`src/rtl/hangman_pkg.sv`:
```
// Shared definitions for the hangman guess-game core.
//   state_t     : engine FSM states
//   ASCII_*     : character constants used for case folding and space detection
//   LETTERS     : size of the guessed-letter set ('A'..'Z')
package hangman_pkg;

  typedef enum logic [2:0] {
    S_IDLE,
    S_PLAY,
    S_SCAN,
    S_EVAL,
    S_WIN,
    S_LOSE
  } state_t;

  localparam logic [6:0] ASCII_SPACE = 7'h20;
  localparam logic [6:0] ASCII_A     = 7'h41;
  localparam logic [6:0] ASCII_a     = 7'h61;
  localparam int         LETTERS     = 26;

endpackage

```
`src/rtl/letter_norm.sv`:
```
// Letter normaliser: classifies a 7-bit ASCII code and folds lower case to upper case.
// Pure combinational.
//   ascii     in   7  character to classify
//   is_letter out  1  1 for 'A'..'Z' or 'a'..'z'
//   index     out  5  letter number 0..25 (meaningless when is_letter=0)
//   upper     out  7  upper-case form of a letter; other codes pass through unchanged
module letter_norm
  import hangman_pkg::*;
(
  input  logic [6:0] ascii,
  output logic       is_letter,
  output logic [4:0] index,
  output logic [6:0] upper
);

  logic       is_upper;
  logic       is_lower;
  logic [6:0] offset;

  always_comb begin
    is_upper  = (ascii >= ASCII_A) && (ascii <= ASCII_A + 7'd25);
    is_lower  = (ascii >= ASCII_a) && (ascii <= ASCII_a + 7'd25);
    is_letter = is_upper || is_lower;
    // Lower and upper case differ only by the 0x20 offset.
    upper     = is_lower ? (ascii - (ASCII_a - ASCII_A)) : ascii;
    offset    = upper - ASCII_A;
    index     = offset[4:0];
  end

endmodule

```
`src/rtl/hangman_engine.sv`:
```
// Hangman guess-game core. Holds a WORD_LEN-character word, accepts letter guesses
// over valid/ready, scans the word one position per cycle and resolves WIN/LOSE.
//   clk          in   1            system clock
//   reset        in   1            synchronous, active-low reset
//   load         in   1            pulse: latch word_in and start a new round
//   word_in      in   WORD_LEN*7   packed ASCII, [6:0] = leftmost position
//   guess_valid  in   1            guess offered
//   guess_ascii  in   7            guessed character (either case)
//   guess_ready  out  1            engine accepts a guess this cycle
//   disp_ascii   out  WORD_LEN*7   revealed char or BLANK_CHAR per position
//   reveal_mask  out  WORD_LEN     1 = position revealed
//   guessed_set  out  26           bit k = letter 'A'+k already guessed
//   wrong_count  out  WRONG_W      wrong guesses this round (saturating)
//   hit/miss     out  1            result pulse for a scanned guess
//   dup/bad      out  1            pulse: repeated letter / non-letter guess
//   playing/win/lose out 1         one-hot status, all 0 when idle
module hangman_engine
  import hangman_pkg::*;
#(
  parameter int         WORD_LEN   = 7,
  parameter int         MAX_WRONG  = 6,
  parameter logic [6:0] BLANK_CHAR = 7'h5F,
  // Derived from MAX_WRONG; do not override.
  parameter int         WRONG_W    = $clog2(MAX_WRONG + 1)
) (
  input  logic                  clk,
  input  logic                  reset,
  input  logic                  load,
  input  logic [WORD_LEN*7-1:0] word_in,
  input  logic                  guess_valid,
  input  logic [6:0]            guess_ascii,
  output logic                  guess_ready,
  output logic [WORD_LEN*7-1:0] disp_ascii,
  output logic [WORD_LEN-1:0]   reveal_mask,
  output logic [LETTERS-1:0]    guessed_set,
  output logic [WRONG_W-1:0]    wrong_count,
  output logic                  hit,
  output logic                  miss,
  output logic                  dup,
  output logic                  bad,
  output logic                  playing,
  output logic                  win,
  output logic                  lose
);

  localparam int IDX_W = (WORD_LEN > 1) ? $clog2(WORD_LEN) : 1;

  state_t                state, state_d;
  logic [IDX_W-1:0]      idx, idx_d;
  logic [6:0]            letter, letter_d;
  logic                  hit_flag, hit_flag_d;
  logic [WORD_LEN*7-1:0] word, word_d;
  logic [WORD_LEN-1:0]   reveal_mask_d;
  logic [LETTERS-1:0]    guessed_set_d;
  logic [WRONG_W-1:0]    wrong_count_d;
  logic                  hit_d, miss_d, dup_d, bad_d;
  logic                  playing_d, win_d, lose_d, guess_ready_d;

  logic [6:0] word_chars [WORD_LEN];
  logic       norm_is_letter;
  logic [4:0] norm_index;
  logic [6:0] norm_upper;

  letter_norm u_norm (
    .ascii     (guess_ascii),
    .is_letter (norm_is_letter),
    .index     (norm_index),
    .upper     (norm_upper)
  );

  always_comb begin
    for (int i = 0; i < WORD_LEN; i++) begin
      word_chars[i]          = word[i*7 +: 7];
      disp_ascii[i*7 +: 7]   = reveal_mask[i] ? word[i*7 +: 7] : BLANK_CHAR;
    end
  end

  // Next-state and next-output logic. Every register has a *_d companion.
  always_comb begin
    // NOTE: every signal written here gets a default first so no path leaves it
    // unassigned; otherwise synthesis infers a latch.
    state_d       = state;
    idx_d         = idx;
    letter_d      = letter;
    hit_flag_d    = hit_flag;
    word_d        = word;
    reveal_mask_d = reveal_mask;
    guessed_set_d = guessed_set;
    wrong_count_d = wrong_count;
    hit_d         = 1'b0;
    miss_d        = 1'b0;
    dup_d         = 1'b0;
    bad_d         = 1'b0;

    if (load) begin
      // Spaces pad short words and are shown from the start.
      word_d        = word_in;
      guessed_set_d = '0;
      wrong_count_d = '0;
      state_d       = S_PLAY;
      for (int i = 0; i < WORD_LEN; i++) begin
        reveal_mask_d[i] = (word_in[i*7 +: 7] == ASCII_SPACE);
      end
    end else begin
      unique case (state)
        S_PLAY: begin
          if (guess_valid) begin
            if (!norm_is_letter) begin
              bad_d = 1'b1;
            end else if (guessed_set[norm_index]) begin
              dup_d = 1'b1;
            end else begin
              guessed_set_d[norm_index] = 1'b1;
              letter_d   = norm_upper;
              idx_d      = '0;
              hit_flag_d = 1'b0;
              state_d    = S_SCAN;
            end
          end
        end
        S_SCAN: begin
          if (word_chars[idx] == letter) begin
            reveal_mask_d[idx] = 1'b1;
            hit_flag_d         = 1'b1;
          end
          if (idx == IDX_W'(WORD_LEN - 1)) begin
            state_d = S_EVAL;
          end else begin
            idx_d = idx + 1'b1;
          end
        end
        S_EVAL: begin
          if (hit_flag) begin
            hit_d = 1'b1;
          end else begin
            miss_d = 1'b1;
            if (wrong_count < WRONG_W'(MAX_WRONG)) begin
              wrong_count_d = wrong_count + 1'b1;
            end
          end
          // A full reveal wins even when this guess itself missed (all-space word).
          if (&reveal_mask) begin
            state_d = S_WIN;
          end else if (wrong_count_d == WRONG_W'(MAX_WRONG)) begin
            state_d = S_LOSE;
          end else begin
            state_d = S_PLAY;
          end
        end
        S_IDLE, S_WIN, S_LOSE: state_d = state;
        default:               state_d = S_IDLE;
      endcase
    end

    // Status is registered from the next state so it changes together with the pulses.
    guess_ready_d = (state_d == S_PLAY);
    playing_d     = (state_d == S_PLAY) || (state_d == S_SCAN) || (state_d == S_EVAL);
    win_d         = (state_d == S_WIN);
    lose_d        = (state_d == S_LOSE);
  end

  always_ff @(posedge clk) begin
    if (!reset) begin
      // NOTE: the word is an ordinary register bank rather than a RAM, so it is reset
      // like everything else and disp_ascii is defined straight out of reset.
      state       <= S_IDLE;
      idx         <= '0;
      letter      <= '0;
      hit_flag    <= 1'b0;
      word        <= '0;
      reveal_mask <= '0;
      guessed_set <= '0;
      wrong_count <= '0;
      hit         <= 1'b0;
      miss        <= 1'b0;
      dup         <= 1'b0;
      bad         <= 1'b0;
      playing     <= 1'b0;
      win         <= 1'b0;
      lose        <= 1'b0;
      guess_ready <= 1'b0;
    end else begin
      // NOTE: non-blocking assignments so every register samples pre-edge values.
      state       <= state_d;
      idx         <= idx_d;
      letter      <= letter_d;
      hit_flag    <= hit_flag_d;
      word        <= word_d;
      reveal_mask <= reveal_mask_d;
      guessed_set <= guessed_set_d;
      wrong_count <= wrong_count_d;
      hit         <= hit_d;
      miss        <= miss_d;
      dup         <= dup_d;
      bad         <= bad_d;
      playing     <= playing_d;
      win         <= win_d;
      lose        <= lose_d;
      guess_ready <= guess_ready_d;
    end
  end

endmodule
```
`config.mk`:
```
export PLATFORM = sky130hd
export DESIGN_NAME = hangman_engine
export DESIGN_NICKNAME = d
export VERILOG_FILES = /design/src/rtl/hangman_pkg.sv /design/src/rtl/letter_norm.sv /design/src/rtl/hangman_engine.sv
export SDC_FILE = /design/constraint.sdc
export NUM_CORES = 1
export LEC_CHECK = 0
export BUFFER_PORTS_ARGS = -buffer_cell sky130_fd_sc_hd__buf_2
export CAP_MARGIN = 5
export CORE_AREA = 3 3 143 145
export CTS_CLUSTER_SIZE = 40
export DETAILED_ROUTE_END_ITERATION = 12
export DIE_AREA = 0 0 146 148
export PLACE_DENSITY = 0.47
export SYNTH_ARGS = -nofsm -noshare
export SYNTH_HDL_FRONTEND = slang
export SYNTH_SLANG_ARGS = --single-unit
```
`constraint.sdc`:
```
create_clock -name clk -period 5.45 [get_ports clk]
set_clock_uncertainty 0.15 [all_clocks]
set_input_delay 0.8175 -clock clk [delete_from_list [all_inputs] [get_ports clk]]
set_output_delay 0.8175 -clock clk [all_outputs]
set_load 0.02 [all_outputs]
```
==> summary.md, run 1 <==
| Metric | Value |
|---|---|
| Mapped Nets | 684 |
| Worst path depth | 9 |
| Grt total ovfl | 0 |
| Final setup violation count | 0 |
| Final min period | around 4 ns |
| Min-Delay Path Class | flip-flop to flip-flop |
| Outcome | complete, no violations |
| # H-tree levels | 3 |
| Pin count of the biggest net entering global routing | 71 |
| Tot GR Track Use | 16.2% |
| DIE AREA | 0.0216 mm2 |
| Hpwl dp | 13.4 mm |
| FP Rows | 51 |
| Die X-Extent | roughly 150 um |
| Fillers | 2041 |
| Register Area | 0.00214 mm2 |
| WL met1 | 8.33 mm |
| CP endpoint | guessed_set[4] |
| CP Capture Type | flip-flop |
| First-pass DRT Iterations | 5 |
| CP max stage delay | between 0.7 and 0.8 ns |
| Critical path type | input port to flip-flop |
| Post-synthesis cell type count | 70 |
| Cell area after synthesis | about 0.0057 mm2 |
| Total power | 1.74 mW |
| Final routed DRC violation total | 0 |
| Critical path arrival | 4.15 ns |
| Post-route setup TNS | 0 ns |
| Slew margin rel. | 31.1% |
| Pleak | 2.83 nW |
| Sink Count | 107 |
| Buf/Inv on CP | 2 |
| Post-CTS setup buffers | 0 |
| Worst slew pin tran | 1.03 ns |
| Highest routed layer | met4 |
| Register area share after synthesis | 37.3% |
| Period utilisation layout | 73.9% |
| Placed Instance Area | around 0.0067 mm2 |
| Nets | 816 |
| Seq cells post-synth | 107 |
| Initial antenna violation count | 0 |
| Worst Reg-to-Reg Cells | 8 |
| Slew Limit Fails | 0 |
| Worst R2R Start | idx[1] |
| Pre-CTS setup slack | 0.980 ns |
| Worst EP required | 5.57 ns |
| Worst setup margin | 1.42 ns |
| Crit path max-delay family | simple AND/OR/NAND/NOR gates |
| R2r setup slk | between 2 and 2.5 ns |
| Cells along the critical path | buf_2 -> inv_1 -> ha_1 -> mux4_2 -> mux2i_1 -> o2111ai_4 -> nor4_4 -> nand2_1 -> o21ai_0 |
| First-pass GRT wire length | 27.7 mm |
| Chip height | about 150 um |
| DP Cell Count | 1000 |
| Met2 WL | approximately 8.3 mm |
| WHS | 0.315 ns |
| Clock Path Buffers | 2 |
| Post-CTS Hold Buffers | 0 |
| Routed vias/inst | 4.95 |
| Vias post-DR | ~5000 |
| Share of cells above drive strength 1 | around a quarter |
| Multi-input gate area | roughly 0.0034 mm2 |
| Port Buffers | 152 |
| Layout area overhead | 22.3% |
| Met3 wire len | 921 um |
| PD cells | roughly 250 mW/mm2 |
| Unrepaired setup endpoints after global routing | false |
| Worst VDD drop | around 0.15 mV |
| CTS Buf Count | 9 |
| Synthesized area per cell | 9.35 um2 |
| Routed WL | 17.8 mm |
| Vias in the first global route | roughly 5000 |
| Clock root buffer | clkbuf_16 |
| Ys async rst share | 0% |
| Crit path max fanout | 15 |
| Clock transition at path regs | 0.07 ns |
| Startpoint Class | input port |
| F_max | 248 MHz |
| Number of flops mapped to enable cells by yosys | 0 |
| Post-CTS Resized | 0 |
| Clk_lat worst skew | 0.35 ns |
| RR Endpoint | reveal_mask[1] |
| Core Region | 0.0193 mm2 |
| DRT antenna net count | 0 |
| Wire length per cell | ~18 um |
| Io pins | roughly 150 |
| Post-route design area | approximately 0.0070 mm2 |
| Final Hold Vio Count | 0 |
| Ys Warns | 0 |
| Final cell count without fillers | around 1000 |
| Violation count after the first detailed-route iteration | 325 |
| Finished Core Util | 36.3% |
| Crit-path slowest cell | nor4_4 |
| CTS tree | yes |
| Predominant post-synthesis flop cell | dfxtp_1 |
| Max cap viols | 0 |
| Crit path from | guess_ascii[0] |
| Gp weighted congestion | 0.847 |
| Initial core utilization | 29.7% |
| Post-Synthesis Cells | 614 |
| Antenna diodes | 0 |
area by class of cell:
class / instances / share of cell area, %
Tap cell: 265 / 4.72
Sequential cell: 107 / 30.5
Multi-Input combinational cell: 462 / 48.5
Clock inverter: 3 / 0.660
Timing Repair Buffer: 156 / 11.3
Clock buffer: 12 / 3.80
Inverter: 10 / 0.535
cells in the mapped netlist, types with 5 or more instances:
| master | instances | share of area (%) |
|---|---|---|
| buf_2 | 6 | 0.52 |
| mux4_2 | 6 | 2.4 |
| xnor2_1 | 6 | 0.92 |
| nand3_1 | 10 | 0.87 |
| nor3_1 | 11 | 0.96 |
| nand2b_1 | 52 | 5.7 |
| inv_1 | 9 | 0.59 |
| nand2_1 | 38 | 2.5 |
| mux2i_1 | 77 | 13 |
| dfxtp_1 | 107 | 37 |
| nor2b_1 | 63 | 6.9 |
| nor2_1 | 31 | 2.0 |
| o311a_1 | 5 | 0.87 |
| ha_1 | 10 | 2.2 |
| nor4_1 | 6 | 0.65 |
| buf_1 | 5 | 0.33 |
| a31oi_1 | 6 | 0.65 |
| and2_1 | 10 | 1.1 |
| o21ai_0 | 20 | 1.7 |
| nor4b_1 | 6 | 0.92 |
| a22o_1 | 8 | 1.2 |
| clkbuf_1 | 21 | 1.4 |
| a21oi_1 | 13 | 1.1 |
routing by layer:
metal	vias to the layer above	track usage [%]
li1	2463	-
met1	2398	21.3
met2	147	27.2
met3	13	3.99
met4	0	3.57
met5	-	0
power by group:
part	switching, mW	total [mW]	internal [mW]	leakage [nW]
Combinational	0.120	0.214	0.0936	1.81
Clock	0.300	0.692	0.393	0.151
Sequential	0.0267	0.835	0.808	0.873
worst min-delay path, stage by stage, from the launching register on:
cell     delay (ns)
dfxtp_1        0.32
nand2_1        0.05
o21ai_1        0.05
how the worst min path moves through the flow:
| stage | from | endpoint | slack (ns) | cells past startpoint |
|---|---|---|---|---|
| 6_report | guessed_set[22] | guessed_set[22] | 0.32 | 2 |
| 5_1_grt | guessed_set[18] | guessed_set[18] | 0.36 | 2 |
| 4_1_cts | guessed_set[22] | guessed_set[22] | 0.32 | 2 |
| 3_5_place_dp | guessed_set[22] | guessed_set[22] | 0.32 | 2 |
| 3_3_place_gp | guessed_set[22] | guessed_set[22] | 0.32 | 2 |
| 2_1_floorplan | hit_flag | hit | 0.30 | 2 |
cell families after synthesis:
| group | share of synthesized area [%] |
|---|---|
| AO/OA/AOI/OAI | 13.6 |
| XOR/XNOR | 1.85 |
| adder cells (fa/ha/maj) | 2.18 |
| buffers and inverters | 3.40 |
| flip-flops | 37.3 |
| multiplexers | 16.6 |
| AND/OR/NAND/NOR | 25.0 |
registers in the layout, summed over array words and instances, names as in the netlist, 3 cells and up:
signal       cells
idx              3
state            3
wrong_count      3
guessed_set     26
letter           7
reveal_mask      7
word            49
placed cells by master, fill, tap and decap left out, types with 4 or more instances in the layout:
| cell | count |
|---|---|
| nand2_1 | 38 |
| buf_2 | 151 |
| or3_1 | 4 |
| nor3_1 | 11 |
| nor4_1 | 6 |
| o21ai_1 | 4 |
| mux2i_1 | 77 |
| inv_1 | 9 |
| dfxtp_1 | 107 |
| ha_1 | 10 |
| a41oi_1 | 4 |
| buf_4 | 5 |
| and3_1 | 4 |
| a22o_1 | 8 |
| nor2b_1 | 63 |
| a31oi_1 | 6 |
| and2_1 | 10 |
| o21ai_0 | 20 |
| nand2b_1 | 52 |
| clkbuf_16 | 9 |
| nand3_1 | 10 |
| nor2_1 | 31 |
| xnor2_1 | 6 |
| o311a_1 | 5 |
| a21oi_1 | 13 |
| o22ai_1 | 4 |
| mux4_2 | 6 |
| nor4b_1 | 6 |
(Power assumes the default switching activity.)
==> run 2, diff against run 1 <==
Clock period 5.45 ns to 4 ns, I/O delays scaled along.
==> run 2 against run 1 <==
  * Worst hold slack improved by 0.013 ns
  * Via count down 0.76%
  * Wire length rose by 1.6%
  * Setup slack got worse by 0.73 ns
  * Global-route usage grew 0.22 points
  * Combinational power rose by 37%
  * Cell area is 0.73% higher
  * Highest routed layer unchanged
==> summary.md, run 2 (synthesis gave the netlist of run 1 again) <==
| Metric | Value |
|---|---|
| Final setup violation count | 0 |
| Layout area overhead | 23.2% |
| Pin count of the biggest net entering global routing | 71 |
| Slew margin rel. | approximately a third |
| Initial antenna violation count | 0 |
| DP Cell Count | 1003 |
| Post-CTS setup buffers | 0 |
| Unrepaired setup endpoints after global routing | false |
| FP Rows | around 50 |
| Share of cells above drive strength 1 | 26.0% |
| Antenna diodes | 0 |
| CTS tree | yes |
| Worst EP required | 4.15 ns |
| DRT antenna net count | 0 |
| CP Capture Type | flip-flop |
| Critical path type | input port to flip-flop |
| Clock transition at path regs | 0.07 ns |
| Routed vias/inst | 4.89 |
| Clk_lat worst skew | roughly 0.35 ns |
| # H-tree levels | 3 |
| Final min period | 3.31 ns |
| PD cells | 348 mW/mm2 |
| Worst slew pin tran | 1.01 ns |
| Port Buffers | 152 |
| Routed WL | 18.1 mm |
| Crit path max fanout | 14 |
| Final Hold Vio Count | 0 |
| Largest registers | word (49), guessed_set (26) |
| Io pins | 153 |
| Startpoint Class | input port |
| Commonest non-fill, non-tap cell in the layout | buf_2 |
| CTS Buf Count | 9 |
| Worst min-delay path startpoint | guessed_set[6] |
| Gp weighted congestion | 0.823 |
| Initial core utilization | just under 30% |
| Violation count after the first detailed-route iteration | 269 |
| Max cap viols | 0 |
| Final cell count without fillers | 1019 |
| Core Region | 0.0193 mm2 |
| Critical path arrival | 3.46 ns |
| Outcome | complete, no violations |
| Grt total ovfl | 0 |
| Most frequent cells in the layout | buf_2 (151), dfxtp_1 (107), mux2i_1 (77), nor2b_1 (63), nand2b_1 (52) |
| Sink Count | 107 |
| Period utilisation layout | 82.7% |
| Worst R2R Start | idx[0] |
| Final routed DRC violation total | 0 |
| F_max | 302 MHz |
| Crit path from | guess_ascii[1] |
| Post-CTS Resized | 0 |
| Fillers | 2042 |
| Post-CTS Hold Buffers | 0 |
| Nets | 819 |
| Die X-Extent | 146 um |
| Worst VDD drop | ~0.22 mV |
| First-pass DRT Iterations | 6 |
| Total power | 2.46 mW |
| Hpwl dp | 13.7 mm |
| Tot GR Track Use | 16.4% |
| Vias in the first global route | a little over 5000 |
| First-pass GRT wire length | 28.3 mm |
| Clock Path Buffers | 2 |
| R2r setup slk | about 1.2 ns |
| Slew Limit Fails | 0 |
| Vias post-DR | 4983 |
| Chip height | 148 um |
| Clock root buffer | clkbuf_16 |
| Post-route setup TNS | 0 ns |
| Wire length per cell | 17.7 um |
| Largest register by flop count | word |
| DIE AREA | 0.0216 mm2 |
| Max reg flops | between 40 and 50 |
| Min-Delay Path Class | flip-flop to flip-flop |
| Pleak | 2.86 nW |
run 2: through the flow:
stage | area [um2] | setup slack, ns | util, % | hold WS [ns]
2_1_floorplan | 5740 | 0.719 | - | 0.299
3_3_place_gp | 6730 | 0.429 | 34.8 | 0.316
3_5_place_dp | 6730 | 0.326 | 34.8 | 0.322
4_1_cts | 7070 | 0.699 | 36.6 | 0.331
5_1_grt | 7070 | 0.503 | 36.6 | 0.357
6_report | 7070 | 0.693 | 36.6 | 0.328
run 2: final timing paths:
check	endpoint	cells past startpoint
worst max register to register	reveal_mask[1]	7
worst max-delay path	guessed_set[0]	10
worst min-delay path	guessed_set[6]	2
worst min register to register	guessed_set[6]	2
run 2: metal layers:
| metal | global-route usage (%) | vias to the layer above | part of all wire (%) | routed length [um] |
|---|---|---|---|---|
| met1 | 21.6 | 2364 | 47 | 8500 |
| met5 | 0 | - | 0 | 0 |
| li1 | - | 2467 | - | - |
| met3 | 2.91 | 13 | 4.5 | 820 |
| met4 | 3.95 | 0 | 1.0 | 186 |
| met2 | 28.2 | 139 | 47 | 8550 |
run 2: layout make-up:
class | count | area (um2) | area share (%)
well taps | 265 | 332 | 4.69
clock inverters | 6 | 113 | 1.59
inverters | 10 | 37.5 | 0.531
repair buffers | 159 | 816 | 11.5
multi-input cells | 462 | 3400 | 48.1
clock buffers | 10 | 229 | 3.24
flip-flops and latches | 107 | 2140 | 30.3
run 2: critical path, stage by stage:
cell       delay, ns
buf_2           0.22
inv_1           0.10
ha_1            0.57
mux4_2          0.57
mux2i_1         0.31
o2111ai_4       0.21
nor4_4          0.28
buf_4           0.25
and2_1          0.21
a22o_1          0.14
run 2: report_power, final:
part	total [mW]	internal (mW)	switching [mW]	leakage, nW
Clock	1.03	0.615	0.413	0.167
Combinational	0.293	0.129	0.164	1.82
Sequential	1.14	1.10	0.0370	0.873
Total	2.46	1.84	0.614	2.86
